--- src/rtl/reg_pkg.sv ---
// Shared constants, types and helpers for the register-file write scheduler.
// Addresses carry one extra MSB: a set MSB marks an out-of-range register.
package reg_pkg;

    localparam int PW       = 3;
    localparam int DW       = 8;
    localparam int NUM_REGS = 2 ** PW;
    localparam int IMM_REG  = NUM_REGS - 1;

    typedef struct packed {
        logic [PW:0]   addr;
        logic [DW-1:0] data;
    } wb_req_t;

    function automatic logic in_range(input logic [PW:0] addr);
        return !addr[PW];
    endfunction

endpackage

--- src/rtl/reg_wr_sched_rr_arb2.sv ---
// Two-way round-robin arbiter for the writeback requesters.
// A lone valid requester always wins; on contention the requester named by
// prio wins, and prio then points at the loser so it goes first next time.
module rr_arb2 (
    input  logic       clk,
    input  logic       rst_n,
    input  logic [1:0] valid,
    output logic [1:0] grant
);

    logic prio_q;
    logic prio_d;

    // Grant selection and the priority pointer update that follows a grant.
    always_comb begin
        grant  = 2'b00;
        prio_d = prio_q;
        if (rst_n) begin
            unique case (valid)
                2'b01:   grant = 2'b01;
                2'b10:   grant = 2'b10;
                2'b11:   grant = prio_q ? 2'b10 : 2'b01;
                default: grant = 2'b00;
            endcase
        end
        if (grant[0]) begin
            prio_d = 1'b1;
        end else if (grant[1]) begin
            prio_d = 1'b0;
        end
    end

    // Priority pointer register; reset favours requester 0.
    always_ff @(posedge clk) begin
        if (!rst_n) begin
            prio_q <= 1'b0;
        end else begin
            prio_q <= prio_d;
        end
    end

endmodule

--- src/rtl/reg_wr_sched.sv ---
// Write-port scheduler and pending-write scoreboard for the register file.
// Arbitrates two writeback sources onto the single registered write port and
// tracks reserved destination registers so decode can detect RAW/WAW hazards.
module reg_wr_sched
    import reg_pkg::*;
(
    input  logic          clk,
    input  logic          rst_n,
    input  logic [1:0]    req_valid,
    input  logic [PW:0]   req_addr0,
    input  logic [PW:0]   req_addr1,
    input  logic [DW-1:0] req_data0,
    input  logic [DW-1:0] req_data1,
    output logic [1:0]    req_ready,
    input  logic          rsv_valid,
    input  logic [PW:0]   rsv_addr,
    output logic          rsv_ready,
    input  logic [PW:0]   rd_addrA,
    input  logic [PW:0]   rd_addrB,
    output logic          haz_a,
    output logic          haz_b,
    output logic          rf_wr_en,
    output logic [PW:0]   rf_wr_addr,
    output logic [DW-1:0] rf_dat_out,
    output logic          err_addr
);

    logic [1:0]          grant;
    logic                accept;
    logic                rsvTake;
    wb_req_t             selReq;
    logic                wrEn_d;
    logic                wrEn_q;
    logic [PW:0]         wrAddr_q;
    logic [DW-1:0]       wrData_q;
    logic [NUM_REGS-1:0] busy_d;
    logic [NUM_REGS-1:0] busy_q;
    logic                err_d;
    logic                err_q;
    logic [PW-1:0]       rsvIdx;
    logic [PW-1:0]       rdIdxA;
    logic [PW-1:0]       rdIdxB;
    logic [PW-1:0]       wrIdx;

    rr_arb2 u_arb (
        .clk   (clk),
        .rst_n (rst_n),
        .valid (req_valid),
        .grant (grant)
    );

    assign req_ready = grant;
    assign accept    = |grant;

    assign rsvIdx = rsv_addr[PW-1:0];
    assign rdIdxA = rd_addrA[PW-1:0];
    assign rdIdxB = rd_addrB[PW-1:0];
    assign wrIdx  = wrAddr_q[PW-1:0];

    assign rsv_ready = rst_n && (!in_range(rsv_addr) || !busy_q[rsvIdx]);
    assign rsvTake   = rsv_valid && rsv_ready;

    assign haz_a = in_range(rd_addrA) && busy_q[rdIdxA];
    assign haz_b = in_range(rd_addrB) && busy_q[rdIdxB];

    // Route the granted requester's payload toward the write stage.
    always_comb begin
        selReq.addr = req_addr0;
        selReq.data = req_data0;
        if (grant[1]) begin
            selReq.addr = req_addr1;
            selReq.data = req_data1;
        end
    end

    // Out-of-range accepts are consumed but never reach the file.
    assign wrEn_d = accept && in_range(selReq.addr);

    // Registered write port; addr/data only move on an issued write.
    always_ff @(posedge clk) begin
        if (!rst_n) begin
            wrEn_q   <= 1'b0;
            wrAddr_q <= '0;
            wrData_q <= '0;
        end else begin
            wrEn_q <= wrEn_d;
            if (wrEn_d) begin
                wrAddr_q <= selReq.addr;
                wrData_q <= selReq.data;
            end
        end
    end

    // Scoreboard next state: completing write clears, new reservation sets and wins.
    always_comb begin
        busy_d = busy_q;
        if (wrEn_q) begin
            busy_d[wrIdx] = 1'b0;
        end
        if (rsvTake && in_range(rsv_addr)) begin
            busy_d[rsvIdx] = 1'b1;
        end
    end

    // Sticky error on any handshaked request or reservation naming a bad register.
    always_comb begin
        err_d = err_q;
        if (accept && !in_range(selReq.addr)) begin
            err_d = 1'b1;
        end
        if (rsvTake && !in_range(rsv_addr)) begin
            err_d = 1'b1;
        end
    end

    // Scoreboard and error flag registers.
    always_ff @(posedge clk) begin
        if (!rst_n) begin
            busy_q <= '0;
            err_q  <= 1'b0;
        end else begin
            busy_q <= busy_d;
            err_q  <= err_d;
        end
    end

    assign rf_wr_en   = wrEn_q;
    assign rf_wr_addr = wrAddr_q;
    assign rf_dat_out = wrData_q;
    assign err_addr   = err_q;

endmodule

--- config.mk ---
export PLATFORM = sky130hd
export DESIGN_NAME = reg_wr_sched
export DESIGN_NICKNAME = d
export VERILOG_FILES = /design/src/rtl/reg_pkg.sv /design/src/rtl/reg_wr_sched_rr_arb2.sv /design/src/rtl/reg_wr_sched.sv
export SDC_FILE = /design/constraint.sdc
export NUM_CORES = 1
export LEC_CHECK = 0
export CAP_MARGIN = 5
export CORE_UTILIZATION = 35
export DETAILED_ROUTE_END_ITERATION = 6
export GPL_ROUTABILITY_DRIVEN = 0
export PLACE_DENSITY = 0.7
export SLEW_MARGIN = 40
export SYNTH_ARGS = -nofsm -noshare
export SYNTH_HDL_FRONTEND = slang
export SYNTH_SLANG_ARGS = --single-unit
--- constraint.sdc ---
create_clock -name clk -period 1.6 [get_ports clk]
set_clock_uncertainty 0.15 [all_clocks]
set_input_delay 0.24 -clock clk [delete_from_list [all_inputs] [get_ports clk]]
set_output_delay 0.24 -clock clk [all_outputs]
set_load 0.05 [all_outputs]
==> results of run 1 <==
-- layout make-up --
| class | count | share of cell area, % |
|---|---|---|
| clock inverter | 1 | 0.2105 |
| sequential | 23 | 19.95 |
| clock buffer | 3 | 1.737 |
| inverter | 6 | 0.9474 |
| tap | 46 | 2.421 |
| multi-input combinational | 94 | 33.16 |
| timing repair buffer | 88 | 41.58 |
-- synthesized netlist by cell type --
| cell type | instances | area, sq um |
|---|---|---|
| sky130_fd_sc_hd__inv_2 | 1 | 3.750 |
| sky130_fd_sc_hd__a211oi_2 | 8 | 100.1 |
| sky130_fd_sc_hd__o311ai_0 | 1 | 8.760 |
| sky130_fd_sc_hd__buf_1 | 1 | 3.750 |
| sky130_fd_sc_hd__a21oi_1 | 12 | 60.06 |
| sky130_fd_sc_hd__a211oi_1 | 5 | 37.54 |
| sky130_fd_sc_hd__nor3_1 | 3 | 15.01 |
| sky130_fd_sc_hd__nand4b_1 | 1 | 8.760 |
| sky130_fd_sc_hd__nand4_1 | 1 | 6.260 |
| sky130_fd_sc_hd__nor3b_1 | 1 | 7.510 |
| sky130_fd_sc_hd__and2_4 | 1 | 8.760 |
| sky130_fd_sc_hd__nand3_1 | 4 | 20.02 |
| sky130_fd_sc_hd__o41ai_1 | 4 | 35.03 |
| sky130_fd_sc_hd__nand2b_1 | 5 | 31.28 |
| sky130_fd_sc_hd__o21ai_0 | 1 | 5.000 |
| sky130_fd_sc_hd__nand2_1 | 4 | 15.01 |
| sky130_fd_sc_hd__mux4_2 | 4 | 90.09 |
| sky130_fd_sc_hd__o21a_1 | 1 | 7.510 |
| sky130_fd_sc_hd__buf_4 | 1 | 7.510 |
| sky130_fd_sc_hd__buf_2 | 4 | 20.02 |
| sky130_fd_sc_hd__mux2i_1 | 17 | 170.2 |
| sky130_fd_sc_hd__clkbuf_1 | 1 | 3.750 |
| sky130_fd_sc_hd__a32o_1 | 1 | 10.01 |
| sky130_fd_sc_hd__nor2_1 | 8 | 30.03 |
| sky130_fd_sc_hd__o211ai_1 | 2 | 15.01 |
| sky130_fd_sc_hd__a311oi_1 | 1 | 8.760 |
| sky130_fd_sc_hd__nor2b_1 | 1 | 6.260 |
| sky130_fd_sc_hd__inv_1 | 5 | 18.77 |
| sky130_fd_sc_hd__a41o_1 | 1 | 10.01 |
| sky130_fd_sc_hd__a31oi_1 | 5 | 31.28 |
| sky130_fd_sc_hd__and3_1 | 1 | 6.260 |
| sky130_fd_sc_hd__dfxtp_1 | 23 | 460.4 |
| sky130_fd_sc_hd__buf_6 | 2 | 22.52 |
| sky130_fd_sc_hd__o22ai_1 | 1 | 6.260 |
-- per-layer routing --
metal	up-vias	share of wire, %	global-route usage, %
met5	-	0	0
met3	4	7.5	5.474
met4	0	0.61	5.814
li1	672	-	-
met2	53	53	38.59
met1	666	38	20.76
-- critical path, delay by kind of cell, from the launching register on --
| family | cells | cell delay [ns] |
|---|---|---|
| buf+inv | 1 | 0.15 |
| mux | 2 | 0.65 |
| flops | 1 | 0.36 |
| simple gates | 1 | 0.06 |
-- path summary, 6_finish.rpt --
check,slack (ns),cells after the start,startpoint,end
worst max register to register,0.12,4,u_arb.prio_q$_SDFFE_PN0P_,rf_dat_out[5]$_SDFFE_PN0P_
worst min register to register,0.32,2,rf_wr_addr[3]$_SDFFE_PN0P_,rf_wr_addr[3]$_SDFFE_PN0P_
worst max-delay path,-0.26,4,busy_q[7]$_SDFF_PN0_,haz_b
worst min-delay path,0.32,2,rf_wr_addr[3]$_SDFFE_PN0P_,rf_wr_addr[3]$_SDFFE_PN0P_
-- flip-flops by register name, indices dropped and copies added, names as in the netlist --
signal	count
busy_q	8
err_addr	1
rf_dat_out	8
rf_wr_addr	4
rf_wr_en	1
u_arb.prio_q	1
-- placed cells by master, fill, tap and decap left out, types with 4 or more instances in the layout --
cell type,n
sky130_fd_sc_hd__a211oi_1,5
sky130_fd_sc_hd__buf_4,26
sky130_fd_sc_hd__nor2_1,6
sky130_fd_sc_hd__buf_6,4
sky130_fd_sc_hd__clkdlybuf4s50_1,30
sky130_fd_sc_hd__buf_12,18
sky130_fd_sc_hd__nand2b_1,4
sky130_fd_sc_hd__inv_1,4
sky130_fd_sc_hd__a211oi_2,8
sky130_fd_sc_hd__nand2_1,4
sky130_fd_sc_hd__o41ai_1,4
sky130_fd_sc_hd__mux2i_1,16
sky130_fd_sc_hd__dlygate4sd2_1,10
sky130_fd_sc_hd__dfxtp_1,14
sky130_fd_sc_hd__mux4_2,4
sky130_fd_sc_hd__dfxtp_2,8
sky130_fd_sc_hd__a21oi_1,12
sky130_fd_sc_hd__a31oi_1,5
-- per-stage QoR --
stage / TNS [ns] / cells / util (%)
after global routing: -0.8896 / 261 / 69.07
after global placement: -5.026 / 251 / 65.03
after detailed placement: -6.207 / 251 / 65.03
final: -0.7056 / 261 / 69.07
after floorplan: 0 / 132 / -
after CTS: -0.7789 / 260 / 68.27
-- cell families (layout without fill, tap and decap cells) --
| kind of cell | count (synthesis) | in the layout | synth area share (%) |
|---|---|---|---|
| AO/OA/AOI/OAI | 43 | 43 | 25.97 |
| buffers and inverters | 15 | 98 | 6.201 |
| flip-flops | 23 | 23 | 35.66 |
| multiplexers | 21 | 21 | 20.16 |
| AND/OR/NAND/NOR | 30 | 30 | 12.02 |
-- what timing repair did --
| item | in CTS | in global routing |
|---|---|---|
| hold buffers | 0 | 0 |
| pin swaps | 3 | 1 |
| setup endpoints to repair | 9 | 5 |
| resized for setup | 25 | 6 |
| buffers inserted | 5 | 1 |
-- power groups by stage --
stage	Combinational (mW)	Sequential (mW)	Clock, mW
2_1_floorplan	0.172	0.720	0
3_3_place_gp	0.533	0.652	0
3_5_place_dp	0.543	0.653	0
4_1_cts	0.550	0.641	0.372
5_1_grt	0.582	0.645	0.398
6_report	0.552	0.640	0.362
==> results.txt, run 1 <==
The run finished, with violations left. The final reports fail on setup timing. The reported net switching power came out at 478.7 uW. The library cell contributing the largest single delay on the critical path is sky130_fd_sc_hd__mux4_2. The post-synthesis instance total is 132. The internal portion of the total power is 1.075 mW. The number of max-cap violations is 0.

The area of the die came out at 3936 sq um. The worst setup slack before clock tree synthesis is -0.4744 ns. The number of slew-limit violations in the final report is 0. The post-synthesis net count came out at 173. The area added between synthesis and finish came out at 84.11%.

The wire length per cell after detailed routing is 14.49 um. The remaining number of nets flagged by the antenna check after routing came out at 0. The via count is 1,395. The area occupied by multi-input gates came out at 788.3 sq um. The pin count of the biggest net entering global routing came out at 19. The antenna cell count is 0. Sequential elements use 35.66% of the synthesized area.

The path type of the worst setup path is reg -> out. The kind of launch point of the worst setup path is a register. On the final layout, the worst hold slack is 0.3197 ns. The number of warnings printed during yosys synthesis came out at 0. The number of design rule violations left after detail routing is 0. The clock net in this run drives a total of 23 sinks. The path class of the lowest-slack min-delay path is reg -> reg. The final critical-path required period is 1.857 ns. The clock-pin slew on the worst setup and hold paths is 0.09 ns. The post-layout worst setup margin is -0.2573 ns.

Across every metal layer, demand over resource in global routing totals 20.03%. In this run the cell area of the synthesized design comes to 1291 sq um. The via count of the first global-routing pass came out at 1,426. The post-detailed-route via-to-cell ratio came out at 5.345. The sum of routed wire length over all layers is 3782 um. Counting flops and latches in the post-synthesis netlist gives 23. The iteration-0 DRC count of the detailed router came out at 42.

Setup repair after global routing could not meet its margin everywhere. The number of CTS-inserted buffers is 3. Data arrives at the worst endpoint at 1.47 ns.

The worst stage delay on the critical path is 0.46 ns. The layout filler cell count is 281. The starting density of the core is 37.51%. The CTS tree is yes.

For the worst-skew pair, the clock arrives at the later sink with an insertion delay of 0.26 ns. The ratio of final minimum period to clock period is 116.1%. The power per cell area is 653.6 nW/um^2. VDD sags by at most 0.4249 mV. The biggest fanout along the worst timing path came out at 3. The instance area at placement is 2238 sq um. The proportion of power drawn by combinational gates is 35.5%. The count of H-tree levels built during CTS is 1.

The static power due to leakage is 0.9913 nW. The root buffer cell chosen for the clock tree is sky130_fd_sc_hd__clkbuf_8. The share of total power in the clock network came out at 23.3%. Across the whole layout, storage elements account for 474.2 sq um. The initial antenna violation count came out at 0. The mean instance size in the synthesized netlist is 9.782 sq um.

Summed over all layers, the global routing overflow is 0. The upper clock frequency limit is 538.4 MHz. Setup violations remaining at the end of the flow were counted as 3. The sequential fraction of design power came out at 41.2%. The core region is 3442 sq um.

The synthesized netlist contains 34 unique library cells. The number of ports placed on the die boundary is 60. The first global-routing pass estimated 6334 um of wire. The hold violation total from the final report was 0. The completed layout was analyzed and its total power is 1.554 mW. The area of all placed cells without fillers came out at 2377 sq um. The half-perimeter wire length after detailed placement is 2876 um. Of the total power, the share spent switching nets is 30.81%. The worst setup path is captured at a primary output.

The number of iterations in the first detailed-routing pass came out at 4. Traced cell by cell, the critical path runs through mux4_2 > mux2i_1 > nor2_2 > buf_6. The maximum clock insertion buffer count came out at 2. The final layout net count came out at 257. At the pin with the least slew margin, the transition time is 0.3984 ns. The total of buffers placed on input and output ports came out at 59. Data on the critical path is required at its endpoint by 1.21 ns. The max-slew headroom at the worst pin came out at 73.40%.

The die is 62.74 um wide. The initialized floorplan defines 21 standard-cell rows. The floorplan step set the die height to 62.74 um. The share of layout cells above drive strength 1 is 39.53%.
Power figures use the tool's default switching activity.
==> run 2: changes to the inputs <==
==> constraint.sdc (replaced) <==
create_clock -name clk -period 1.6 [get_ports clk]
set_clock_uncertainty 0.15 [all_clocks]
set_input_delay 0.24 -clock clk [delete_from_list [all_inputs] [get_ports clk]]
set_output_delay 0.24 -clock clk [all_outputs]
set_load 0.1 [all_outputs]
==> results.txt, run 2 (same netlist as run 1, synthesis figures left out) <==
The reported net switching power came out at 593.7 uW. The total overflow left after global routing is 0. The static power due to leakage is 0.9941 nW. TritonCTS built the clock tree. The via count is 1,391. The final count of negative-setup-slack endpoints came out at 3. In this run the critical register-to-register path is launched from u_arb.prio_q$_SDFFE_PN0P_. The final critical-path required period came out at 1.892 ns.

Entering global routing, the biggest net connects 18 pins. For hold timing, the worst endpoint is err_addr$_SDFFE_PN0P_. The post-detailed-route via-to-cell ratio came out at 5.350.

The die is 62.74 um tall. Leaving out fill and tap cells, the most frequent cell in the layout is sky130_fd_sc_hd__clkdlybuf4s50_1. Leaving out fill and tap cells, the most frequent cells in the layout are sky130_fd_sc_hd__clkdlybuf4s50_1 (30), sky130_fd_sc_hd__buf_4 (25), sky130_fd_sc_hd__buf_12 (20), sky130_fd_sc_hd__mux2i_1 (15), sky130_fd_sc_hd__dfxtp_1 (14). For the worst flop-to-flop path, the logic depth is 5.

The worst setup path is launched from a register. The number of iterations in the first detailed-routing pass is 4. The run finished, with violations left. The worst reg2reg path endpoint is rf_dat_out[2]$_SDFFE_PN0P_. The slack of the worst reg-to-reg path is 0.10 ns. Registers take 471.7 sq um. The global routing usage summed across all routing layers came out at 21.71%. The post-layout worst setup margin is -0.2916 ns. The count of buffering cells on the critical path with inverters included came out at 1. The sequential fraction of design power is 38.5%. Power spread over the standard cell area amounts to 688.7 nW/um^2. The remaining number of nets flagged by the antenna check after routing is 0. The number of ports placed on the die boundary is 60. The biggest fanout along the worst timing path is 4. The horizontal extent of the die is 62.74 um.

The via count of the first global-routing pass is 1,497. The wire length per cell after detailed routing is 15.59 um. The internal portion of total power is 1.081 mW. The hold violation total from the final report is 0. The TritonCTS sink count is 23.

The number of placement rows is 21. IR analysis of the VDD net gives a maximum drop of 0.5062 mV. The measured slew at the worst slew-check pin is 0.3822 ns. The number of slew-limit violations in the final report is 0.

The initial antenna violation count was 0. The worst hold path begins at req_valid[1]. Net switching is 35.44% of the power.

The share of total power in the clock network came out at 21.3%. The clock-pin slew on the worst setup and hold paths is 0.08 ns. Summed over all nets, the half-perimeter wirelength after detailed placement is 3151 um. On the critical path, the stage with the largest delay is an instance of sky130_fd_sc_hd__mux4_2. The iteration-0 DRC count of the detailed router came out at 33. The kind of end point of the critical path is a primary output. Summing all multi-input logic gate instances after layout gives 828.3 sq um. Traced cell by cell, the critical path runs through mux4_2 > mux2i_4 > nor2_4 > buf_12. Max-cap violations in this run came to 0. The tightest min-delay check is of the in -> reg type. The proportion of power drawn by combinational gates came out at 40.2%. The count of H-tree levels built during CTS is 1. The standard cell core area came out at 3442 sq um. After detailed routing, the number of remaining DRC violations is 0. The wire length of the first global-routing pass came out at 6837 um. Clock latency on the worst-skew pair, taken at its later pin, is 0.26 ns.

The worst setup slack before clock tree synthesis is -0.5621 ns. The data required time of the worst path is 1.21 ns. The ratio of final minimum period to clock period came out at 118.2%. The cell family contributing the most delay on the critical path is multiplexers. The maximum clock insertion buffer count is 2. The checks that failed: setup timing. The cell sitting at the root of the clock tree is a sky130_fd_sc_hd__clkbuf_8. In the final layout, the share of cells above drive strength 1 is 39.25%. The critical path is of the reg -> out type.

The area of the die came out at 3936 sq um. The number of CTS-inserted buffers is 3. Input and output buffers added on the ports amount to 59. Headroom to the max-slew limit came out at 74.49%. The utilization after layout is 70.67%. The layout filler cell count came out at 272. The final layout net count came out at 256. The repair_antennas step left the layout with diodes totalling 0. The area added between synthesis and finish came out at 88.37%. The upper clock frequency limit is 528.6 MHz.

The routed design has 4053 um of wire. The worst stage delay on the critical path is 0.49 ns. The worst endpoint data arrival time is 1.50 ns. For this configuration, the core starts out at a cell density of 37.51%. The number of instances on the worst hold path came out at 3. Setup repair after global routing could not meet its margin everywhere.
run 2: cell types whose count changed in the layout (fill, tap and decap cells not counted), moves of 2 or more:
| cell | delta |
|---|---|
| sky130_fd_sc_hd__buf_12 | +2 |
| sky130_fd_sc_hd__buf_6 | -2 |
| sky130_fd_sc_hd__mux2i_4 | +2 |
| sky130_fd_sc_hd__nor2_2 | -2 |
| sky130_fd_sc_hd__nor2_4 | +2 |
run 2: layout make-up:
type / count / area share (%)
timing repair buffer: 87 / 41.20
multi-input combinational: 94 / 34.05
sequential: 23 / 19.39
tap: 46 / 2.366
clock buffer: 3 / 1.698
inverter: 6 / 1.080
clock inverter: 1 / 0.2058
run 2: worst max path at each step:
stage                              start   endpoint  cells past startpoint
floorplan                    rsv_addr[1]  rsv_ready                      5
global placement             rd_addrA[1]      haz_a                      5
detailed placement           rd_addrA[1]      haz_a                      5
CTS                 busy_q[6]$_SDFF_PN0_  rsv_ready                      6
global route        busy_q[3]$_SDFF_PN0_      haz_a                      4
finish              busy_q[3]$_SDFF_PN0_      haz_b                      4
run 2: what timing repair did:
action                                  CTS  global route
resized for setup                        21             4
endpoints found under the setup margin   11             8
pin swaps                                 3             1
gates cloned                              0             0
buffers inserted                          1             0
hold buffers                              0             0
run 2: per-layer routing:
metal	wire length [um]	up-vias	global-route usage, %
met5	0	-	0
met3	323	4	6.022
met4	31	0	5.814
met1	1511	652	22.51
met2	2187	61	41.98
li1	-	674	-
run 2: worst register-to-register path, stage by stage (launching register included):
cell and delay, ns:
sky130_fd_sc_hd__dfxtp_2 0.33, sky130_fd_sc_hd__nand2b_4 0.15, sky130_fd_sc_hd__a32o_1 0.31, sky130_fd_sc_hd__buf_12 0.15, sky130_fd_sc_hd__a21oi_1 0.22, sky130_fd_sc_hd__a211oi_2 0.07
run 2: power groups by stage:
stage	Sequential [mW]	Clock (mW)	Combinational, mW
3_5_place_dp	0.656	0	0.672
5_1_grt	0.649	0.392	0.705
2_1_floorplan	0.811	0	0.197
3_3_place_gp	0.654	0	0.659
4_1_cts	0.645	0.364	0.677
6_report	0.645	0.357	0.673
run 2: per-stage QoR:
stage                     TNS (ns)  hold slack, ns  total power [mW]  instances  cell area, sq um
after global placement      -5.736          0.3076             1.313        256              2344
final                      -0.8155          0.3257             1.675        260              2432
after detailed placement    -6.626          0.3222             1.328        256              2344
after CTS                  -0.8968          0.2994             1.686        261              2436
after floorplan                  0          0.2416             1.009        132              1330
after global routing       -0.9944          0.3361             1.747        260              2432
==> run 3: changes to the inputs <==
--- a/config.mk
+++ b/config.mk
@@ -5,8 +5,10 @@
 export SDC_FILE = /design/constraint.sdc
 export NUM_CORES = 1
 export LEC_CHECK = 0
-export CAP_MARGIN = 5
+export CAP_MARGIN = 20
+export CORE_ASPECT_RATIO = 0.75
 export CORE_UTILIZATION = 35
+export CTS_CLUSTER_DIAMETER = 40
 export DETAILED_ROUTE_END_ITERATION = 6
 export GPL_ROUTABILITY_DRIVEN = 0
 export PLACE_DENSITY = 0.7
==> results.txt, run 3 (same netlist as run 1, synthesis figures left out) <==
The first detailed-routing pass took 4 iterations. The startpoint identified for the worst hold timing path is req_valid[1]. The number of slew-limit violations in the final report came out at 0.

The filler cells instantiated in the layout total 243. Measured along the y axis, the die boundary spans 54.60 um. The wire length per cell after detailed routing is 16.26 um. By startpoint and endpoint, the worst setup path is classified as reg -> out. The count of buffering cells on the critical path with inverters included came out at 1.

STA classifies the critical path endpoint as a primary output. In the finished design, the share of the clock period the worst path needs comes to 120.2%. The critical path goes through mux4_2 > mux2i_4 > nor2_4 > buf_12.

The final count of negative-setup-slack endpoints came out at 3. The area of all placed cells without fillers came out at 2464 sq um. The final reports fail on setup timing.

The kind of cell adding the most delay to the critical path is multiplexers. The worst stage delay on the critical path came out at 0.50 ns. The area added between synthesis and finish came out at 90.79%. The pin count of the biggest net entering global routing is 18. The total placed cells including tap cells came out at 261. The iteration-0 DRC count of the detailed router came out at 40. The number of CTS-inserted buffers is 3. The worst hold path terminates at err_addr$_SDFFE_PN0P_. The TritonCTS sink count came out at 23. Per report_power, the clock group accounts for 21.4% of the total. On the critical path, the stage with the largest delay is an instance of sky130_fd_sc_hd__mux4_2. The remaining number of nets flagged by the antenna check after routing is 0. The internal portion of total power is 1.092 mW. The number of ports placed on the die boundary is 60. The hold violation total from the final report is 0. The proportion of power drawn by combinational gates came out at 40.4%. In the layout the commonest cells are sky130_fd_sc_hd__clkdlybuf4s50_1 (30), sky130_fd_sc_hd__buf_4 (27), sky130_fd_sc_hd__buf_12 (21), sky130_fd_sc_hd__mux2i_1 (14).

The post-layout worst setup margin came out at -0.3228 ns. During placement, the flow inserted port buffers numbering 59. For the finished layout, the period the worst path requires is 1.923 ns. The reported net switching power came out at 596.0 uW. The measured slew at the worst slew-check pin is 0.4783 ns. Across the run, the number of max-cap violations was 0. The slack of the worst reg-to-reg path is 0.09 ns.

The max-slew headroom at the worst pin came out at 67.71%. The data required time of the worst path came out at 1.21 ns. The start of the worst register-to-register path is u_arb.prio_q$_SDFFE_PN0P_.

The horizontal extent of the die came out at 72.14 um. STA classifies the critical path startpoint as a register. The via count came out at 1,455. The post-detailed-route via-to-cell ratio is 5.470. The initial antenna violation count is 0. The starting density of the core is 37.97%.

The number of instances on the worst hold path came out at 3. The sum of routed wire length over all layers came out at 4326 um. The maximum clock insertion buffer count came out at 2. The power per cell area came out at 685.1 nW/um^2. The worst setup slack before clock tree synthesis is -0.6033 ns. The worst-case IR drop observed on VDD is 0.6221 mV. The wire-length estimate of the detail-placed layout is 3280 um. The die covers 3939 sq um. The static power due to leakage came out at 1.003 nW. The flow ran to the end, but the final reports show violations. The global routing usage summed across all routing layers came out at 22.92%. The count of H-tree levels built during CTS is 1.

The endpoint identified for the worst register-to-register timing path is rf_dat_out[4]$_SDFFE_PN0P_. The worst reg2reg path depth came out at 4. The worst endpoint data arrival time is 1.53 ns. The cell sitting at the root of the clock tree is a sky130_fd_sc_hd__clkbuf_8. The share of layout cells above drive strength 1 came out at 41.67%. The post-route non-filler standard cell count is 266.

The wire length of the first global-routing pass is 6741 um. The sequential fraction of design power came out at 38.3%. The instance area at placement came out at 2356 sq um. The CTS tree is yes. Setup repair after global routing could not meet its margin everywhere.

The antenna cell count came out at 0. The switching portion of total power is 35.31%. After the last flow step, the layout net total stands at 258. The number of buffers inserted by hold repair at cts came out at 0. The clock network latency to the later pin of the worst-skew pair is 0.27 ns. The total overflow reported by the global router is 0. The upper clock frequency limit came out at 520.1 MHz. The via count of the first global-routing pass came out at 1,436. The clock-pin slew on the worst setup and hold paths is 0.08 ns. The number of placement rows came out at 18. The path class of the lowest-slack min-delay path is in -> reg. The biggest fanout along the worst timing path came out at 4.

Leaving out fill and tap cells, the most frequent cell in the layout is sky130_fd_sc_hd__clkdlybuf4s50_1. The number of design rule violations left after detail routing came out at 0. The core region is 3401 sq um.
==> run 3: cell types whose count changed in the layout (fill, tap and decap cells not counted), moves of 2 or more <==
cell,before,now
sky130_fd_sc_hd__dfxtp_1,14,11
sky130_fd_sc_hd__dfxtp_2,9,12
sky130_fd_sc_hd__mux2i_2,0,2
sky130_fd_sc_hd__buf_4,25,27
==> run 3: worst max path at each step <==
stage	from	cells after the start	slack, ns	to
3_5_place_dp	rd_addrA[1]	5	-0.60	haz_a
2_1_floorplan	rsv_addr[1]	5	0.02	rsv_ready
4_1_cts	busy_q[6]$_SDFF_PN0_	4	-0.31	haz_a
5_1_grt	busy_q[2]$_SDFF_PN0_	4	-0.36	haz_b
6_report	busy_q[2]$_SDFF_PN0_	4	-0.32	haz_a
3_3_place_gp	rd_addrA[1]	5	-0.48	haz_a
==> run 3: power groups by stage <==
stage               clock network (mW)  logic, mW  registers [mW]
floorplan                            0      0.197           0.811
global placement                     0      0.660           0.655
detailed placement                   0      0.674           0.657
CTS                              0.373      0.679           0.645
global route                     0.402      0.709           0.650
finish                           0.361      0.681           0.646
==> run 3: what timing repair did <==
item | 4_1_cts | 5_1_grt
gates cloned | 0 | 0
pin swaps | 2 | 1
buffers inserted | 1 | 0
setup endpoints to repair | 15 | 7
gates resized for setup | 22 | 6
==> run 3: metrics by stage <==
step	setup TNS (ns)	power, mW	hold WS, ns	util (%)
after detailed placement	-7.008	1.331	0.3151	69.28
final	-0.9175	1.688	0.3325	72.44
after global routing	-1.042	1.760	0.3497	72.44
after floorplan	0	1.009	0.2416	-
after CTS	-0.9220	1.696	0.2994	71.82
after global placement	-5.766	1.315	0.3130	69.28
==> run 3: final cells by class <==
cell class	count	area [sq um]	area share (%)
Sequential cell	23	475.5	19.30
Timing Repair Buffer	89	1026	41.65
Clock buffer	4	45.04	1.828
Inverter	6	26.28	1.067
Multi-Input combinational cell	94	828.3	33.62
Tap cell	50	62.56	2.539
==> run 3: worst min-delay path, delay by kind of cell <==
kind                   cells  cell delay, ns
AO/OA/AOI/OAI              1            0.07
buffers and inverters      1            0.29
AND/OR/NAND/NOR            1            0.09
==> run 3: per-layer routing <==
metal | vias to the layer above | wire length, um | GRT usage, %
li1 | 677 | - | -
met1 | 705 | 1720 | 26.10
met2 | 62 | 2220 | 42.99
met3 | 11 | 301 | 6.446
met4 | 0 | 82 | 6.209
met5 | - | 0 | 0
